[src/rtl/bridge_dead_time_pkg.sv]
// Shared types and gate encodings for the H-bridge dead-time stage.
package bridge_dead_time_pkg;

    typedef enum logic [2:0] {
        StIdle,
        StDriveP,
        StDriveN,
        StDead,
        StFault
    } state_e;

    typedef enum logic [1:0] {
        ReqNone,
        ReqP,
        ReqN,
        ReqC
    } req_e;

    // Gate vectors ordered {ha, la, hb, lb}
    localparam logic [3:0] GatesOff = 4'b0000;
    localparam logic [3:0] GatesP   = 4'b1001;
    localparam logic [3:0] GatesN   = 4'b0110;

    // Only the two drive states ever turn a switch on; each closes one diagonal.
    function automatic logic [3:0] gates_of(input state_e s);
        case (s)
            StDriveP: return GatesP;
            StDriveN: return GatesN;
            default:  return GatesOff;
        endcase
    endfunction

endpackage

[src/rtl/bridge_dead_time.sv]
// Break-before-make H-bridge gate sequencer with enable gating and
// shoot-through fault latching.
module bridge_dead_time
    import bridge_dead_time_pkg::*;
#(
    parameter int unsigned DEAD_CYCLES   = 10,
    parameter int unsigned FAULT_CNT_MAX = 255
) (
    input  logic                                 clk,
    input  logic                                 rst_n,
    input  logic                                 en,
    input  logic                                 in_p,
    input  logic                                 in_n,
    output logic                                 gate_ha,
    output logic                                 gate_la,
    output logic                                 gate_hb,
    output logic                                 gate_lb,
    output logic                                 fault,
    output logic [$clog2(FAULT_CNT_MAX+1)-1:0]   fault_cnt
);

    localparam int unsigned CntW = (DEAD_CYCLES > 1) ? $clog2(DEAD_CYCLES) : 1;
    localparam int unsigned FcW  = $clog2(FAULT_CNT_MAX + 1);
    localparam logic [CntW-1:0] CntReload = CntW'(DEAD_CYCLES - 1);
    localparam logic [FcW-1:0]  FcMax     = FcW'(FAULT_CNT_MAX);

    // Both requests at once is a shoot-through request regardless of enable.
    function automatic req_e decode(input logic e, input logic p, input logic n);
        if (p && n)      return ReqC;
        else if (e && p) return ReqP;
        else if (e && n) return ReqN;
        else             return ReqNone;
    endfunction

    state_e          state_q, state_d;
    logic [CntW-1:0] cnt_q, cnt_d;
    req_e            req;

    assign req = decode(en, in_p, in_n);

    // Next state and dead counter; every drive exit funnels through StDead.
    always_comb begin
        state_d = state_q;
        cnt_d   = cnt_q;
        unique case (state_q)
            StIdle: begin
                case (req)
                    ReqP:    state_d = StDriveP;
                    ReqN:    state_d = StDriveN;
                    ReqC:    state_d = StFault;
                    default: state_d = StIdle;
                endcase
            end
            StDriveP: begin
                if (req == ReqC) begin
                    state_d = StFault;
                end else if (req != ReqP) begin
                    state_d = StDead;
                    cnt_d   = CntReload;
                end
            end
            StDriveN: begin
                if (req == ReqC) begin
                    state_d = StFault;
                end else if (req != ReqN) begin
                    state_d = StDead;
                    cnt_d   = CntReload;
                end
            end
            StDead: begin
                if (req == ReqC) begin
                    state_d = StFault;
                end else if (cnt_q == '0) begin
                    // Only the request present on the final dead cycle is honoured
                    case (req)
                        ReqP:    state_d = StDriveP;
                        ReqN:    state_d = StDriveN;
                        default: state_d = StIdle;
                    endcase
                end else begin
                    cnt_d = cnt_q - 1'b1;
                end
            end
            StFault: begin
                if (!in_p && !in_n) begin
                    state_d = StDead;
                    cnt_d   = CntReload;
                end
            end
            default: state_d = StIdle;
        endcase
    end

    // State, counter and outputs registered from the next state.
    always_ff @(posedge clk or negedge rst_n) begin
        if (!rst_n) begin
            state_q   <= StIdle;
            cnt_q     <= '0;
            gate_ha   <= 1'b0;
            gate_la   <= 1'b0;
            gate_hb   <= 1'b0;
            gate_lb   <= 1'b0;
            fault     <= 1'b0;
            fault_cnt <= '0;
        end else begin
            state_q <= state_d;
            cnt_q   <= cnt_d;
            {gate_ha, gate_la, gate_hb, gate_lb} <= gates_of(state_d);
            fault   <= (state_d == StFault);
            if (state_d == StFault && state_q != StFault && fault_cnt != FcMax) begin
                fault_cnt <= fault_cnt + FcW'(1);
            end
        end
    end

endmodule
[config.mk]
export PLATFORM = sky130hd
export DESIGN_NAME = bridge_dead_time
export DESIGN_NICKNAME = d
export VERILOG_FILES = /design/src/rtl/bridge_dead_time_pkg.sv /design/src/rtl/bridge_dead_time.sv
export SDC_FILE = /design/constraint.sdc
export NUM_CORES = 1
export LEC_CHECK = 0
export BUFFER_PORTS_ARGS = -buffer_cell sky130_fd_sc_hd__buf_2
export CAP_MARGIN = 20
export CORE_MARGIN = 2
export CORE_UTILIZATION = 40
export DETAILED_ROUTE_END_ITERATION = 7
export PLACE_DENSITY = 0.61
export SLEW_MARGIN = 10
export SYNTH_ARGS = -nofsm -noshare
export SYNTH_HDL_FRONTEND = slang
export SYNTH_SLANG_ARGS = --single-unit
[constraint.sdc]
create_clock -name clk -period 5.4 [get_ports clk]
set_input_delay 1.62 -clock clk [delete_from_list [all_inputs] [get_ports clk]]
set_output_delay 1.62 -clock clk [all_outputs]
set_load 0.01 [all_outputs]
==> Word level (Yosys, flattened, before mapping) <==
Cells that the tools add are included.
{ "totals": {"register_bits": 20, "latchBits": 0, "ramBits": 0, "romBits": 0, "in_bits": 5, "output_inout_bits": 13, "word_cells": 65, "mem_count": 0} }
{ "classes": {"n_addsub": 2, "multipliers": 0, "div_mod_pow": 0, "n_lt_le_gt_ge": 0, "n_eq_ne": 21, "shifts": 0, "muxes": 22, "bitwise": 0, "reduce_logical": 12} }
{ "op_table": {"columns": ["op", "count"], "rows": [
  ["two-way mux 4 bit", 7],
  ["two-way mux 3 bit", 7],
  ["inequality test 2 bit, second input constant", 8],
  ["one-hot mux 4 bit (4 select lines)", 1],
  ["one-hot mux 3 bit (5 select lines)", 1],
  ["equality test 3 x 2 -> 1 bit, second input constant", 3],
  ["one-hot mux 3 bit (3 select lines)", 1],
  ["adder 8 x 1 -> 8 bit, second input constant", 1],
  ["inequality test 8 bit, second input constant", 1],
  ["one-hot mux 4 bit (2 select lines)", 1],
  ["AND reduction 8 bit", 1],
  ["equality test 3 x 1 -> 1 bit, second input constant", 2],
  ["equality test 3 bit, second input constant", 2],
  ["logical AND 1 bit", 6],
  ["two-way mux 2 bit", 3],
  ["equality test 2 bit, second input constant", 2],
  ["zero test 4 bit", 1],
  ["one-hot mux 2 bit (2 select lines)", 1],
  ["nonzero test 4 bit", 1],
  ["subtractor 4 x 1 -> 4 bit, second input constant", 1],
  ["zero test 3 bit", 1],
  ["inequality test 3 bit, second input constant", 1],
  ["equality test 2 x 1 -> 1 bit, second input constant", 1],
  ["zero test 1 bit", 2],
  ["inequality test 2 x 1 -> 1 bit, second input constant", 1]
]} }

==> Longest topological paths before layout <==
{ "logic_depth": {"ltp_word": 12, "ltp_mapped": 6, "mapped_depth_nobuf": 6} }

==> Least setup slack after synthesis <==
No wires, ideal clock.
{ "synth_timing": {"path_type": "input to register", "start": "input in_n", "end": "register fault_cnt[6]", "setup_ps": 124, "arrival_ps": 2664, "required_time_ps": 5276, "path_slack_ps": 2611, "stages": 5, "n_path_buf": 1, "cell_sequence": "clkbuf_1 > nand2_1 > or4_1 > nor3_1 > a21oi_1"} }
{ "synth_via": {"elab_chain_cells": 12, "elab_cells_between_ends": 25, "classes_between": "6 x eq/ne; 13 x mux; 6 x reduce/logical"} }
{ "synth_lines": {"columns": ["item", "line", "rtl"], "rows": [
  ["start, declared", "bridge_dead_time.sv:13", "input logic in_n,"],
  ["logical AND 1 bit", "bridge_dead_time.sv:31", "else if (e && n) return ReqN;"],
  ["two-way mux 2 bit", "bridge_dead_time.sv:31", null],
  ["two-way mux 2 bit", "bridge_dead_time.sv:30", "else if (e && p) return ReqP;"],
  ["two-way mux 2 bit", "bridge_dead_time.sv:29", "if (p && n) return ReqC;"],
  ["equality test 2 bit / equality test 2 x 1 -> 1 bit (equally long branches)", "bridge_dead_time.sv:47, bridge_dead_time.sv:75", null],
  ["one-hot mux 2 bit (2 select lines)", "bridge_dead_time.sv:75", "case (req)"],
  ["two-way mux 3 bit", "bridge_dead_time.sv:73", "end else if (cnt_q == '0) begin"],
  ["two-way mux 3 bit", "bridge_dead_time.sv:71", "if (req == ReqC) begin"],
  ["one-hot mux 3 bit (5 select lines) *", "bridge_dead_time.sv:45", "unique case (state_q)"],
  ["equality test 3 bit *", "bridge_dead_time.sv:110", "if (state_d == StFault && state_q != StFault && fault_cnt != FcMax) begin"],
  ["logical AND 1 bit * (2 in series)", "bridge_dead_time.sv:110", null],
  ["end signal, assigned", "bridge_dead_time.sv:111", "fault_cnt <= fault_cnt + FcW'(1);"],
  ["end, declared", "bridge_dead_time.sv:19", "output logic [$clog2(FAULT_CNT_MAX+1)-1:0] fault_cnt"]
]} }
Every way passes the cells marked *; elsewhere a longest branch is shown, timed or not.
A chain may end at the register's enable or synchronous reset.

==> Worst setup path after layout <==
{ "layout_timing": {"start": "input in_p", "end": "register fault_cnt[6]"} }
{ "layout_via": {"elab_chain_cells": 11, "elab_cells_between_ends": 24, "classes_between": "6 x eq/ne; 12 x mux; 6 x reduce/logical"} }
{ "layout_lines": {"columns": ["item", "line", "rtl"], "rows": [
  ["start, declared", "bridge_dead_time.sv:12", "input logic in_p,"],
  ["logical AND 1 bit", "bridge_dead_time.sv:30", null],
  ["two-way mux 2 bit", "bridge_dead_time.sv:30", null],
  ["two-way mux 2 bit", "bridge_dead_time.sv:29", null],
  ["equality test 2 bit / equality test 2 x 1 -> 1 bit (equally long branches)", "bridge_dead_time.sv:47, bridge_dead_time.sv:75", null],
  ["one-hot mux 2 bit (2 select lines)", "bridge_dead_time.sv:75", null],
  ["two-way mux 3 bit", "bridge_dead_time.sv:73", null],
  ["two-way mux 3 bit", "bridge_dead_time.sv:71", null],
  ["one-hot mux 3 bit (5 select lines) *", "bridge_dead_time.sv:45", null],
  ["equality test 3 bit *", "bridge_dead_time.sv:110", null],
  ["logical AND 1 bit * (2 in series)", "bridge_dead_time.sv:110", null]
]} }
Marked as above.

==> flow_metrics.py <==
metrics = {
    "outcome": {
        "run_status": "completed",
    },
    "global_route": {
        "grt_pass1_vias": 725,
        "m3_gr_usage_pct": 4.92,
        "pin_count_of_the_biggest_net_entering_global_routing": 19,
        "globalRoute.busiestLayer": "met2",
        "use_met1_pct": 18.9,
        "grt_use_total_pct": 15.5,
        "antenna_found_initial": 0,
        "globalRoute.totalOverflow": 0,
        "first_pass_grt_wire_length_um": 3250,
        "grtUsageMet2_pct": 26.2,
    },
    "sta": {
        "finalMaxSlewViolations": 0,
        "slew_headroom_pct": 70.9,
        "worst_clock_skew_ps": 4.79,
        "period_utilization_post_route_pct": 47.0,
        "hold_viol": 0,
        "finalSetupViolCount": 0,
        "maxClockFrequency_ghz": 0.394,
        "period_minus_slack_ps": 2540,
        "setup-tns-final_ps": 0,
        "worst-slew-pin-transition_ps": 432,
        "grt_setup_unrepaired": "false",
    },
    "synthesis": {
        "synth-warning-count": 0,
        "postSynthRegisterBits": 18,
        "synthesis.area_um2": 1030,
        "synth.most_common_cell": "sky130_fd_sc_hd__dfrtp_1",
        "mean_instance_size_in_the_synthesized_netlist_um2": 9.68,
        "synth_top_area_cell": "sky130_fd_sc_hd__dfrtp_1",
        "post_synthesis_net_count": 113,
        "synth_cell_type_count": 44,
        "synth_largest_type_area_fraction_pct": 43.9,
        "synth_area_leaders": "sky130_fd_sc_hd__dfrtp_1 (44%), sky130_fd_sc_hd__xnor2_1 (4.3%), sky130_fd_sc_hd__nand2_1 (4.0%), sky130_fd_sc_hd__a21oi_1 (2.9%), sky130_fd_sc_hd__o21ai_0 (2.9%)",
        "number_of_enable_type_register_cells_in_the_synthesized_netlist": 0,
        "synth_ff_type": "sky130_fd_sc_hd__dfrtp_1",
        "ys_async_sr_fraction_pct": 100,
        "synth_seq_area_share_pct": 43.9,
        "top_cell_types_by_occurrence_after_synthesis": "sky130_fd_sc_hd__dfrtp_1 (18), sky130_fd_sc_hd__nand2_1 (11), sky130_fd_sc_hd__a21oi_1 (6), sky130_fd_sc_hd__inv_1 (6), sky130_fd_sc_hd__o21ai_0 (6)",
        "netlist_instances": 106,
    },
    "route": {
        "first_pass_iters": 4,
        "post_drt_via_cell_ratio": 5.57,
        "ant_nets": 0,
        "routed_wirelength_um": 1970,
        "drt_iter0_markers": 11,
        "drcViolationCount": 0,
        "routed_wire_length_per_instance_um": 13.2,
        "num_vias": 830,
    },
    "floorplanning": {
        "die_area_um2": 2990,
        "die_x_um": 54.6,
        "rows": 18,
        "die_height_um": 54.6,
        "start_util_pct": 41.8,
        "design.portCount": 18,
        "design.core.area_um2": 2450,
    },
    "clock_network": {
        "cts-buffers-inserted": 3,
        "cts_tree": "built",
        "cts_resized": 0,
        "insertion_delay_ps": 290,
        "clock-root-buffer": "sky130_fd_sc_hd__clkbuf_4",
        "cts_hold_buffers": 0,
        "cts.path.max_buffers": 2,
        "clock-sinks": 18,
        "cts_post_setup_buffers_inserted": 0,
        "clock_tree.htree_level_count": 1,
        "clk_pin_slew_ps": 100,
    },
    "critical_path": {
        "timing.critical_path.from_type": "primary input",
        "worst_ep_arrival_time_ps": 2720,
        "critical_path_data_required_time_ps": 5580,
        "worst_r2r_path_depth": 6,
        "timing.rr.start": "cnt_q[0]$_DFFE_PN0P_",
        "end_kind": "flip-flop",
        "critical_path_peak_fanout": 11,
        "reg2reg_setup_slack_ps": 3470,
        "regToRegEndpoint": "cnt_q[3]$_DFFE_PN0P_",
        "critical_path_class": "in2reg",
    },
    "place": {
        "gp_congestion": 0.756,
        "buffer_ports.inserted": 17,
        "hpwlAfterDp_um": 1460,
    },
    "worst_hold_path": {
        "whs_path_depth": 1,
        "holdCritPathClass": "reg2reg",
        "min-delay-start": "fault_cnt[4]$_DFFE_PN0P_",
        "min_to": "fault_cnt[4]$_DFFE_PN0P_",
    },
    "final_layout": {
        "antenna-diode-count": 0,
        "post_route_cells_drive_above_1_share_pct": 21.8,
        "layout.core_utilization_pct": 46.0,
        "area_added_between_synthesis_and_finish_pct": 10.0,
        "nNetsFinal": 128,
    },
    "power": {
        "static-leakage-power_nw": 0.511,
        "pd_cells_nw_per_um2": 479,
        "finalPower_mw": 0.540,
        "max-vdd-ir-drop_mv": 0.243,
    },
    "flow_run": {
        "max_capacitance_violation_count": 0,
    },
}
[where the power goes]
group	internal, mW	switching, mW
Combinational	0.115	0.109
Sequential	0.184	0.0660
Clock	0.0259	0.0394
Total	0.326	0.215
[sequential cells by signal, indices dropped and copies added, names as in the netlist]
name / cells
cnt_q: 4
gate_hb: 1
gate_ha: 1
fault_cnt: 8
fault: 1
state_q: 3
[worst max-delay path, stage by stage]
cell,delay (ps)
sky130_fd_sc_hd__buf_2,180
sky130_fd_sc_hd__nand2_1,160
sky130_fd_sc_hd__or4_1,550
sky130_fd_sc_hd__nor3_1,150
sky130_fd_sc_hd__a21oi_1,60
[layer usage]
| layer | vias to the layer above | wire length, um |
|---|---|---|
| met1 | 399 | 885 |
| met5 | - | 0 |
| met2 | 22 | 981 |
| met3 | 2 | 94 |
| met4 | 0 | 11 |
| li1 | 407 | - |
[worst max path at each step]
stage	from	endpoint	slack [ps]	cells after the start
after floorplan	in_n	fault_cnt[6]$_DFFE_PN0P_	2610	5
after global placement	in_p	fault_cnt[6]$_DFFE_PN0P_	2620	5
after detailed placement	in_p	fault_cnt[6]$_DFFE_PN0P_	2560	5
after CTS	fault_cnt[2]$_DFFE_PN0P_	fault_cnt[2]	2870	1
after global routing	in_p	fault_cnt[6]$_DFFE_PN0P_	2790	5
final	in_p	fault_cnt[6]$_DFFE_PN0P_	2860	5
[per-stage QoR]
step                area, um^2  hold WS [ps]  setup slack, ps  instances
floorplan                 1030           478             2610        106
global placement          1110           480             2620        146
detailed placement        1110           500             2560        146
CTS                       1130           518             2870        149
global route              1130           544             2790        149
finish                    1130           511             2860        149
[cells by family after synthesis]
group,share of synthesized area (%)
AO/OA/AOI/OAI,18.4
XOR/XNOR,5.12
adder cells (fa/ha/maj),2.44
buffers and inverters,6.34
flip-flops,43.9
multiplexers,1.10
AND/OR/NAND/NOR,22.7
[final cells by class]
type | count | area (um^2)
Clock buffer | 3 | 22.5
Fill cell | 238 | 1330
Inverter | 6 | 22.5
Multi-Input combinational cell | 75 | 510
Sequential cell | 18 | 450
Tap cell | 30 | 37.5
Timing Repair Buffer | 17 | 85.1
[cell usage in the layout (no fill, tap or decap), types with 2 or more instances in the layout]
master                      instances
sky130_fd_sc_hd__a2bb2oi_1          2
sky130_fd_sc_hd__nand4_1            3
sky130_fd_sc_hd__o21ai_0            6
sky130_fd_sc_hd__a21oi_1            6
sky130_fd_sc_hd__nand2b_1           2
sky130_fd_sc_hd__nor3_1             3
sky130_fd_sc_hd__nor2_1             2
sky130_fd_sc_hd__buf_2             17
sky130_fd_sc_hd__xnor2_1            5
sky130_fd_sc_hd__ha_1               2
sky130_fd_sc_hd__and3b_1            2
sky130_fd_sc_hd__dfrtp_1           18
sky130_fd_sc_hd__nor3b_1            2
sky130_fd_sc_hd__nand2_1           11
sky130_fd_sc_hd__inv_1              6
sky130_fd_sc_hd__o31a_1             2
sky130_fd_sc_hd__nand3_1            3
sky130_fd_sc_hd__clkbuf_4           3
(Power assumes the default switching activity.)
